File: src/rtl/sync_fifo_status_if.sv
// Handshake and status bundle for sync_fifo_status.
// The master side drives data and control; the slave side is the FIFO itself.
interface sync_fifo_status_if #(
  parameter int WIDTH   = 32,
  parameter int W_LEVEL = 2
);
  logic [WIDTH-1:0]   w_data;
  logic               w_en;
  logic               r_en;
  logic [WIDTH-1:0]   r_data;
  logic               flush;
  logic [W_LEVEL-1:0] af_thresh;
  logic [W_LEVEL-1:0] ae_thresh;
  logic               err_clr;
  logic               full;
  logic               empty;
  logic               almost_full;
  logic               almost_empty;
  logic [W_LEVEL-1:0] level;
  logic               overflow;
  logic               underflow;

  modport master (
    output w_data, w_en, r_en, flush, af_thresh, ae_thresh, err_clr,
    input  r_data, full, empty, almost_full, almost_empty, level,
           overflow, underflow
  );

  modport slave (
    input  w_data, w_en, r_en, flush, af_thresh, ae_thresh, err_clr,
    output r_data, full, empty, almost_full, almost_empty, level,
           overflow, underflow
  );
endinterface

File: src/rtl/sync_fifo_status.sv
// Single-clock FIFO with wrap-around pointers, show-ahead read, programmable
// almost-full/almost-empty thresholds, synchronous flush and sticky error flags.
module sync_fifo_status #(
  parameter int DEPTH   = 2,
  parameter int WIDTH   = 32,
  parameter int W_LEVEL = $clog2(DEPTH + 1),
  parameter int W_PTR   = (DEPTH > 1) ? $clog2(DEPTH) : 1
) (
  input logic              clk,
  input logic              rst_n,
  sync_fifo_status_if.slave bus
);

  localparam logic [W_PTR-1:0]   PTR_LAST  = W_PTR'(DEPTH - 1);
  localparam logic [W_LEVEL-1:0] LEVEL_MAX = W_LEVEL'(DEPTH);

  logic [WIDTH-1:0]   mem [DEPTH];
  logic [W_PTR-1:0]   w_ptr;
  logic [W_PTR-1:0]   r_ptr;
  logic [W_LEVEL-1:0] level;
  logic [W_LEVEL-1:0] level_next;
  logic               full;
  logic               empty;
  logic               push;
  logic               pop;
  logic               overflow;
  logic               underflow;
  logic               overflow_set;
  logic               underflow_set;

  // Explicit wrap compare keeps non-power-of-2 depths legal; DEPTH=1 pins at 0.
  function automatic logic [W_PTR-1:0] ptr_next(input logic [W_PTR-1:0] p);
    return (p == PTR_LAST) ? '0 : p + 1'b1;
  endfunction

  // Status decode straight from the registered occupancy count.
  assign full  = (level == LEVEL_MAX);
  assign empty = (level == '0);

  // Flush wins over both requests, so nothing moves during a flush cycle.
  assign push = bus.w_en & ~full  & ~bus.flush;
  assign pop  = bus.r_en & ~empty & ~bus.flush;

  assign overflow_set  = bus.w_en & full  & ~bus.flush;
  assign underflow_set = bus.r_en & empty & ~bus.flush;

  always_comb begin
    level_next = level;
    unique case ({push, pop})
      2'b10:   level_next = level + W_LEVEL'(1);
      2'b01:   level_next = level - W_LEVEL'(1);
      default: level_next = level;
    endcase
  end

  // NOTE: storage is deliberately left out of reset; contents are only
  // reachable through the pointers, which are reset, so a reset net here
  // would buy nothing and would block RAM inference.
  always_ff @(posedge clk) begin
    if (push) begin
      mem[w_ptr] <= bus.w_data;
    end
  end

  // NOTE: every sequential assignment is non-blocking so all state updates
  // see the same pre-edge values regardless of statement order.
  always_ff @(posedge clk or negedge rst_n) begin
    if (!rst_n) begin
      w_ptr <= '0;
      r_ptr <= '0;
      level <= '0;
    end else if (bus.flush) begin
      w_ptr <= '0;
      r_ptr <= '0;
      level <= '0;
    end else begin
      if (push) begin
        w_ptr <= ptr_next(w_ptr);
      end
      if (pop) begin
        r_ptr <= ptr_next(r_ptr);
      end
      level <= level_next;
    end
  end

  // Sticky flags: a set in the same cycle as err_clr wins; flush leaves them alone.
  always_ff @(posedge clk or negedge rst_n) begin
    if (!rst_n) begin
      overflow  <= 1'b0;
      underflow <= 1'b0;
    end else begin
      overflow  <= overflow_set  | (overflow  & ~bus.err_clr);
      underflow <= underflow_set | (underflow & ~bus.err_clr);
    end
  end

  always @(posedge clk) begin
    if (rst_n && overflow_set) begin
      $warning("sync_fifo_status: write while full, data dropped");
    end
    if (rst_n && underflow_set) begin
      $warning("sync_fifo_status: read while empty, request ignored");
    end
  end

  assign bus.r_data       = mem[r_ptr];
  assign bus.full         = full;
  assign bus.empty        = empty;
  assign bus.almost_full  = (level >= bus.af_thresh);
  assign bus.almost_empty = (level <= bus.ae_thresh);
  assign bus.level        = level;
  assign bus.overflow     = overflow;
  assign bus.underflow    = underflow;

endmodule
File: src/flat_wrapper.sv
// flat-port wrapper written by rule: the top's interface ports become plain ports
module sync_fifo_status_flat 
#(
  parameter int DEPTH   = 2,
  parameter int WIDTH   = 32,
  parameter int W_LEVEL = $clog2(DEPTH + 1),
  parameter int W_PTR   = (DEPTH > 1) ? $clog2(DEPTH) : 1
)
  (clk, rst_n, bus_w_data, bus_w_en, bus_r_en, bus_flush, bus_af_thresh, bus_ae_thresh, bus_err_clr, bus_r_data, bus_full, bus_empty, bus_almost_full, bus_almost_empty, bus_level, bus_overflow, bus_underflow);
  sync_fifo_status_if #(.WIDTH(WIDTH), .W_LEVEL(W_LEVEL)) bus_i ();
  input logic clk;
  input logic rst_n;
  input wire logic [$bits(bus_i.w_data)-1:0] bus_w_data;
  input wire logic [$bits(bus_i.w_en)-1:0] bus_w_en;
  input wire logic [$bits(bus_i.r_en)-1:0] bus_r_en;
  input wire logic [$bits(bus_i.flush)-1:0] bus_flush;
  input wire logic [$bits(bus_i.af_thresh)-1:0] bus_af_thresh;
  input wire logic [$bits(bus_i.ae_thresh)-1:0] bus_ae_thresh;
  input wire logic [$bits(bus_i.err_clr)-1:0] bus_err_clr;
  output wire logic [$bits(bus_i.r_data)-1:0] bus_r_data;
  output wire logic [$bits(bus_i.full)-1:0] bus_full;
  output wire logic [$bits(bus_i.empty)-1:0] bus_empty;
  output wire logic [$bits(bus_i.almost_full)-1:0] bus_almost_full;
  output wire logic [$bits(bus_i.almost_empty)-1:0] bus_almost_empty;
  output wire logic [$bits(bus_i.level)-1:0] bus_level;
  output wire logic [$bits(bus_i.overflow)-1:0] bus_overflow;
  output wire logic [$bits(bus_i.underflow)-1:0] bus_underflow;
  assign bus_i.w_data = bus_w_data;
  assign bus_i.w_en = bus_w_en;
  assign bus_i.r_en = bus_r_en;
  assign bus_i.flush = bus_flush;
  assign bus_i.af_thresh = bus_af_thresh;
  assign bus_i.ae_thresh = bus_ae_thresh;
  assign bus_i.err_clr = bus_err_clr;
  assign bus_r_data = bus_i.r_data;
  assign bus_full = bus_i.full;
  assign bus_empty = bus_i.empty;
  assign bus_almost_full = bus_i.almost_full;
  assign bus_almost_empty = bus_i.almost_empty;
  assign bus_level = bus_i.level;
  assign bus_overflow = bus_i.overflow;
  assign bus_underflow = bus_i.underflow;
  sync_fifo_status #(.DEPTH(DEPTH), .WIDTH(WIDTH), .W_LEVEL(W_LEVEL), .W_PTR(W_PTR)) u_core (.clk(clk), .rst_n(rst_n), .bus(bus_i));
endmodule
File: config.mk
export PLATFORM = sky130hd
export DESIGN_NAME = sync_fifo_status_flat
export DESIGN_NICKNAME = d
export VERILOG_FILES = /design/src/rtl/sync_fifo_status_if.sv /design/src/rtl/sync_fifo_status.sv /design/src/flat_wrapper.sv
export SDC_FILE = /design/constraint.sdc
export NUM_CORES = 1
export LEC_CHECK = 0
export ABC_AREA = 0
export BUFFER_PORTS_ARGS = -buffer_cell sky130_fd_sc_hd__buf_2
export CAP_MARGIN = 10
export CORE_UTILIZATION = 50
export CTS_CLUSTER_SIZE = 20
export DETAILED_ROUTE_END_ITERATION = 7
export HOLD_SLACK_MARGIN = 0.15
export PLACE_DENSITY_LB_ADDON = 0.12
export SLEW_MARGIN = 40
export SYNTH_ARGS = -nofsm -noshare
export SYNTH_HDL_FRONTEND = slang
export SYNTH_SLANG_ARGS = --single-unit
File: constraint.sdc
create_clock -name clk -period 9.42 [get_ports clk]
set_input_delay 0.942 -clock clk [delete_from_list [all_inputs] [get_ports clk]]
set_output_delay 0.942 -clock clk [all_outputs]
set_load 0.02 [all_outputs]
==> impl_results.html <==
<table>
<tr><th>Metric</th><th>Value</th></tr>
<tr><th colspan="2">Clocking</th></tr>
<tr><td>H-tree levels</td><td>3</td></tr>
<tr><td>Later-pin clock latency in the skew report</td><td>330 ps</td></tr>
<tr><td>Max Root-Sink Buffers</td><td>2</td></tr>
<tr><td>Post-cts gate resize count</td><td>0</td></tr>
<tr><td>Number of hold-repair buffers added at the cts stage</td><td>0</td></tr>
<tr><td>Clock Pin Slew Worst Setup and Hold Paths</td><td>70 ps</td></tr>
<tr><td>TritonCTS clock tree</td><td>done</td></tr>
<tr><td>Post-CTS setup buffer count</td><td>0</td></tr>
<tr><td>Total CTS buffers</td><td>9</td></tr>
<tr><td>Clock tree root buffer cell</td><td>sky130_fd_sc_hd__clkbuf_8</td></tr>
<tr><td>Clock tree sinks</td><td>70</td></tr>
<tr><th colspan="2">Global routing</th></tr>
<tr><td>Vias in the first global route</td><td>1463</td></tr>
<tr><td>Initial antenna violation count</td><td>0</td></tr>
<tr><td>Residual overflow from global routing</td><td>0</td></tr>
<tr><td>Wire length of the first global-routing pass</td><td>6520 µm</td></tr>
<tr><td>Maximum number of pins on one net before global-route repair</td><td>21</td></tr>
<tr><td>Global-route usage over all layers</td><td>0.1657</td></tr>
<tr><th colspan="2">Routing</th></tr>
<tr><td>Vias</td><td>1519</td></tr>
<tr><td>Number of violations reported at the end of detailed-routing iteration 0</td><td>32</td></tr>
<tr><td>Wire length per cell</td><td>14.14 µm</td></tr>
<tr><td>DR DRC count</td><td>0</td></tr>
<tr><td>Detailed-route vias per instance</td><td>4.900</td></tr>
<tr><td>Final wirelength</td><td>4382 µm</td></tr>
<tr><td>Router iterations before antenna repair</td><td>4</td></tr>
<tr><td>Count of nets left with antenna violations after detail routing</td><td>0</td></tr>
<tr><th colspan="2">Timing</th></tr>
<tr><td>Setup repair after global routing missed its margin</td><td>no</td></tr>
<tr><td>Setup TNS after final layout</td><td>0 ps</td></tr>
<tr><td>Setup skew after layout</td><td>7.542 ps</td></tr>
<tr><td>Final worst path period need</td><td>2925 ps</td></tr>
<tr><td>Slew HR</td><td>0.6145</td></tr>
<tr><td>Final Hold Fails</td><td>0</td></tr>
<tr><td>Post-route fraction of the period consumed by the critical path</td><td>0.3105</td></tr>
<tr><td>Highest clock frequency the design can meet</td><td>341.9 MHz</td></tr>
<tr><td>Slew Viols, Final</td><td>0</td></tr>
<tr><td>Slew @ Worst Pin</td><td>578.3 ps</td></tr>
<tr><td>Number of setup violations in the final report</td><td>0</td></tr>
<tr><th colspan="2">Setup path</th></tr>
<tr><td>Element type at the critical path start</td><td>register</td></tr>
<tr><td>CP Data Arrival Time</td><td>1980 ps</td></tr>
<tr><td>Type of the worst setup path</td><td>reg2out</td></tr>
<tr><td>Buffers plus inverters on the worst setup path</td><td>2</td></tr>
<tr><td>Number of cell instances on the worst register-to-register path</td><td>3</td></tr>
<tr><td>Maximum net fanout on the critical path</td><td>20</td></tr>
<tr><td>Largest delay contributor family on the critical path</td><td>flip-flops</td></tr>
<tr><td>Capturing element type of the critical path</td><td>output port</td></tr>
<tr><td>Worst r2r src</td><td>u_core.bus.level[1]$_DFFE_PN0P_</td></tr>
<tr><td>Worst path cell trace</td><td>buf_4, mux2_2, buf_2</td></tr>
<tr><td>Critical path's largest stage delay</td><td>710 ps</td></tr>
<tr><td>Critical-path top delay cell</td><td>sky130_fd_sc_hd__dfrtp_1</td></tr>
<tr><td>Required time reported for the critical path endpoint</td><td>8480 ps</td></tr>
<tr><td>Setup slack of the most critical reg-to-reg path</td><td>7740 ps</td></tr>
<tr><td>Reg-to-reg critical path endpoint</td><td>u_core.mem[1][3]$_DFFE_PP_</td></tr>
<tr><th colspan="2">Pwr</th></tr>
<tr><td>Power consumption</td><td>0.0007143 W</td></tr>
<tr><td>Fraction of power spent switching nets</td><td>0.2176</td></tr>
<tr><td>Comb power frac</td><td>0.106</td></tr>
<tr><td>Cell leakage power</td><td>1.384 nW</td></tr>
<tr><td>Sw power</td><td>0.0001554 W</td></tr>
<tr><td>Clock share of power</td><td>0.394</td></tr>
<tr><td>Peak supply drop</td><td>145.3 µV</td></tr>
<tr><td>Flop pwr share</td><td>0.500</td></tr>
<tr><td>Pint</td><td>0.0005589 W</td></tr>
<tr><td>Ratio of total power to cell area</td><td>206.8 mW/mm²</td></tr>
<tr><th colspan="2">Yosys</th></tr>
<tr><td>Most used flip-flop cell after synthesis</td><td>sky130_fd_sc_hd__edfxtp_1</td></tr>
<tr><td>Average cell area after synthesis</td><td>18.98 µm²</td></tr>
<tr><td>Register area share after synthesis</td><td>0.7635</td></tr>
<tr><td>Post-synthesis cell type count</td><td>26</td></tr>
<tr><td>Post-Synthesis Cells</td><td>143</td></tr>
<tr><td>Netlist area before placement</td><td>0.002714 mm²</td></tr>
<tr><td>Synth warnings</td><td>0</td></tr>
<tr><td>Number of flops mapped to enable cells by yosys</td><td>64</td></tr>
<tr><td>Number of nets in the synthesized netlist</td><td>189</td></tr>
<tr><td>Async SR Flop Fraction</td><td>0.08571</td></tr>
<tr><td>Flip-flop and latch count after synthesis</td><td>70</td></tr>
<tr><th colspan="2">Die</th></tr>
<tr><td>Total die area</td><td>0.005726 mm²</td></tr>
<tr><td>Area inside the core boundary</td><td>0.005172 mm²</td></tr>
<tr><td>Cell row count</td><td>26</td></tr>
<tr><td>Initial core utilization</td><td>0.5247</td></tr>
<tr><td>Vert. Die Dim</td><td>75.67 µm</td></tr>
<tr><td>Chip Width</td><td>75.67 µm</td></tr>
<tr><td>Count of pins on the block boundary</td><td>82</td></tr>
<tr><th colspan="2">Finish</th></tr>
<tr><td>Sequential cell area</td><td>0.002072 mm²</td></tr>
<tr><td>Fin nets</td><td>281</td></tr>
<tr><td>Layout overhead on the synthesized area</td><td>27.29%</td></tr>
<tr><td>Number of fill cells in the layout</td><td>379</td></tr>
<tr><td>Number of antenna diodes</td><td>0</td></tr>
<tr><td>Multi-input combinational cell area</td><td>594.3 µm²</td></tr>
<tr><td>Fraction of final layout cells with drive strength greater than 1</td><td>0.5375</td></tr>
<tr><td>Most frequent cells in the layout</td><td>sky130_fd_sc_hd__buf_2, sky130_fd_sc_hd__edfxtp_1, sky130_fd_sc_hd__mux2_2</td></tr>
<tr><td>Most frequent standard cell in the layout excluding fill and tap cells</td><td>sky130_fd_sc_hd__buf_2</td></tr>
<tr><th colspan="2">Placed design</th></tr>
<tr><td>Count of port buffers added during placement</td><td>81</td></tr>
<tr><td>DPL Wire Length</td><td>3033 µm</td></tr>
<tr><td>Routability-driven placement congestion ratio</td><td>0.6249</td></tr>
<tr><th colspan="2">Job</th></tr>
<tr><td>Max capacitance violation total</td><td>0</td></tr>
<tr><th colspan="2">Worst hold path</th></tr>
<tr><td>Worst hold path class</td><td>in2async</td></tr>
<tr><th colspan="2">Outcome</th></tr>
<tr><td>Run status</td><td>finished clean</td></tr>
</table>
state kept, by name (all words and copies together) (netlist names):
name                  cells
u_core.mem               64
u_core.bus.level          2
u_core.bus.overflow       1
u_core.bus.underflow      1
u_core.r_ptr              1
u_core.w_ptr              1
through the flow:
stage                     std cells  worst slack, ps  hold slack [ps]  instance area (µm²)    util
after global placement          294             6749            472.4                 3219  0.6224
after floorplan                 143             4506            529.6                 2714       -
after global routing            310             6338            410.7                 3455  0.6679
final                           310             6495            419.2                 3455  0.6679
after CTS                       310             6433            404.8                 3455  0.6679
after detailed placement        294             6703            488.2                 3219  0.6224
cell families (layout without fill, tap and decap cells):
| kind of cell | count (synthesis) | in the layout | synth area share |
|---|---|---|---|
| flops | 70 | 70 | 0.7635 |
| mux | 33 | 33 | 0.1369 |
| compound gates | 12 | 12 | 0.02905 |
| simple gates | 12 | 12 | 0.02675 |
| buf+inv | 11 | 108 | 0.02213 |
| fa+ha+maj | 4 | 4 | 0.01844 |
| xor+xnor | 1 | 1 | 0.003228 |
layer usage:
| layer | track usage | wire (µm) |
|---|---|---|
| met4 | 0.1029 | 93 |
| met2 | 0.2827 | 2296 |
| met1 | 0.1771 | 1724 |
| met3 | 0.05688 | 267 |
| met5 | 0 | 0 |
cell type report:
type / count / share of cell area
Tap cell: 70 / 0.02535
Inverter: 6 / 0.006519
Clock buffer: 9 / 0.03586
Sequential cell: 70 / 0.5998
Clock inverter: 7 / 0.03223
Timing Repair Buffer: 86 / 0.1282
Multi-Input combinational cell: 62 / 0.1720
cell usage after synthesis (all sizes together) (2+ instances only):
| master | instances | area, µm² |
|---|---|---|
| edfxtp | 64 | 1922 |
| mux2 | 33 | 371.6 |
| dfrtp | 6 | 150.1 |
| inv | 6 | 22.52 |
| a21oi | 4 | 20.02 |
| buf | 4 | 33.78 |
| ha | 4 | 50.05 |
| o21ai | 3 | 15.01 |
| a32o | 2 | 21.27 |
| nand2 | 2 | 7.510 |
| nor2 | 2 | 7.510 |
| nor2b | 2 | 12.51 |
how the worst max path moves through the flow:
stage / start / to / depth (start not counted)
finish: u_core.r_ptr$_DFFE_PN0P_ / bus_r_data[1] / 3
CTS: u_core.r_ptr$_DFFE_PN0P_ / bus_r_data[1] / 3
global placement: bus_ae_thresh[1] / bus_almost_empty / 6
global route: u_core.r_ptr$_DFFE_PN0P_ / bus_r_data[1] / 3
floorplan: bus_w_en / u_core.mem[1][0]$_DFFE_PP_ / 2
detailed placement: bus_ae_thresh[1] / bus_almost_empty / 6
power by group through the flow:
stage / logic [W] / clock network, W / registers, W
floorplan: 0.0000478 / 0 / 0.000364
global placement: 0.0000740 / 0 / 0.000364
detailed placement: 0.0000764 / 0 / 0.000365
CTS: 0.0000767 / 0.000288 / 0.000358
global route: 0.0000825 / 0.000299 / 0.000359
finish: 0.0000755 / 0.000281 / 0.000357
Note: power is estimated with default switching activity, not from simulation.
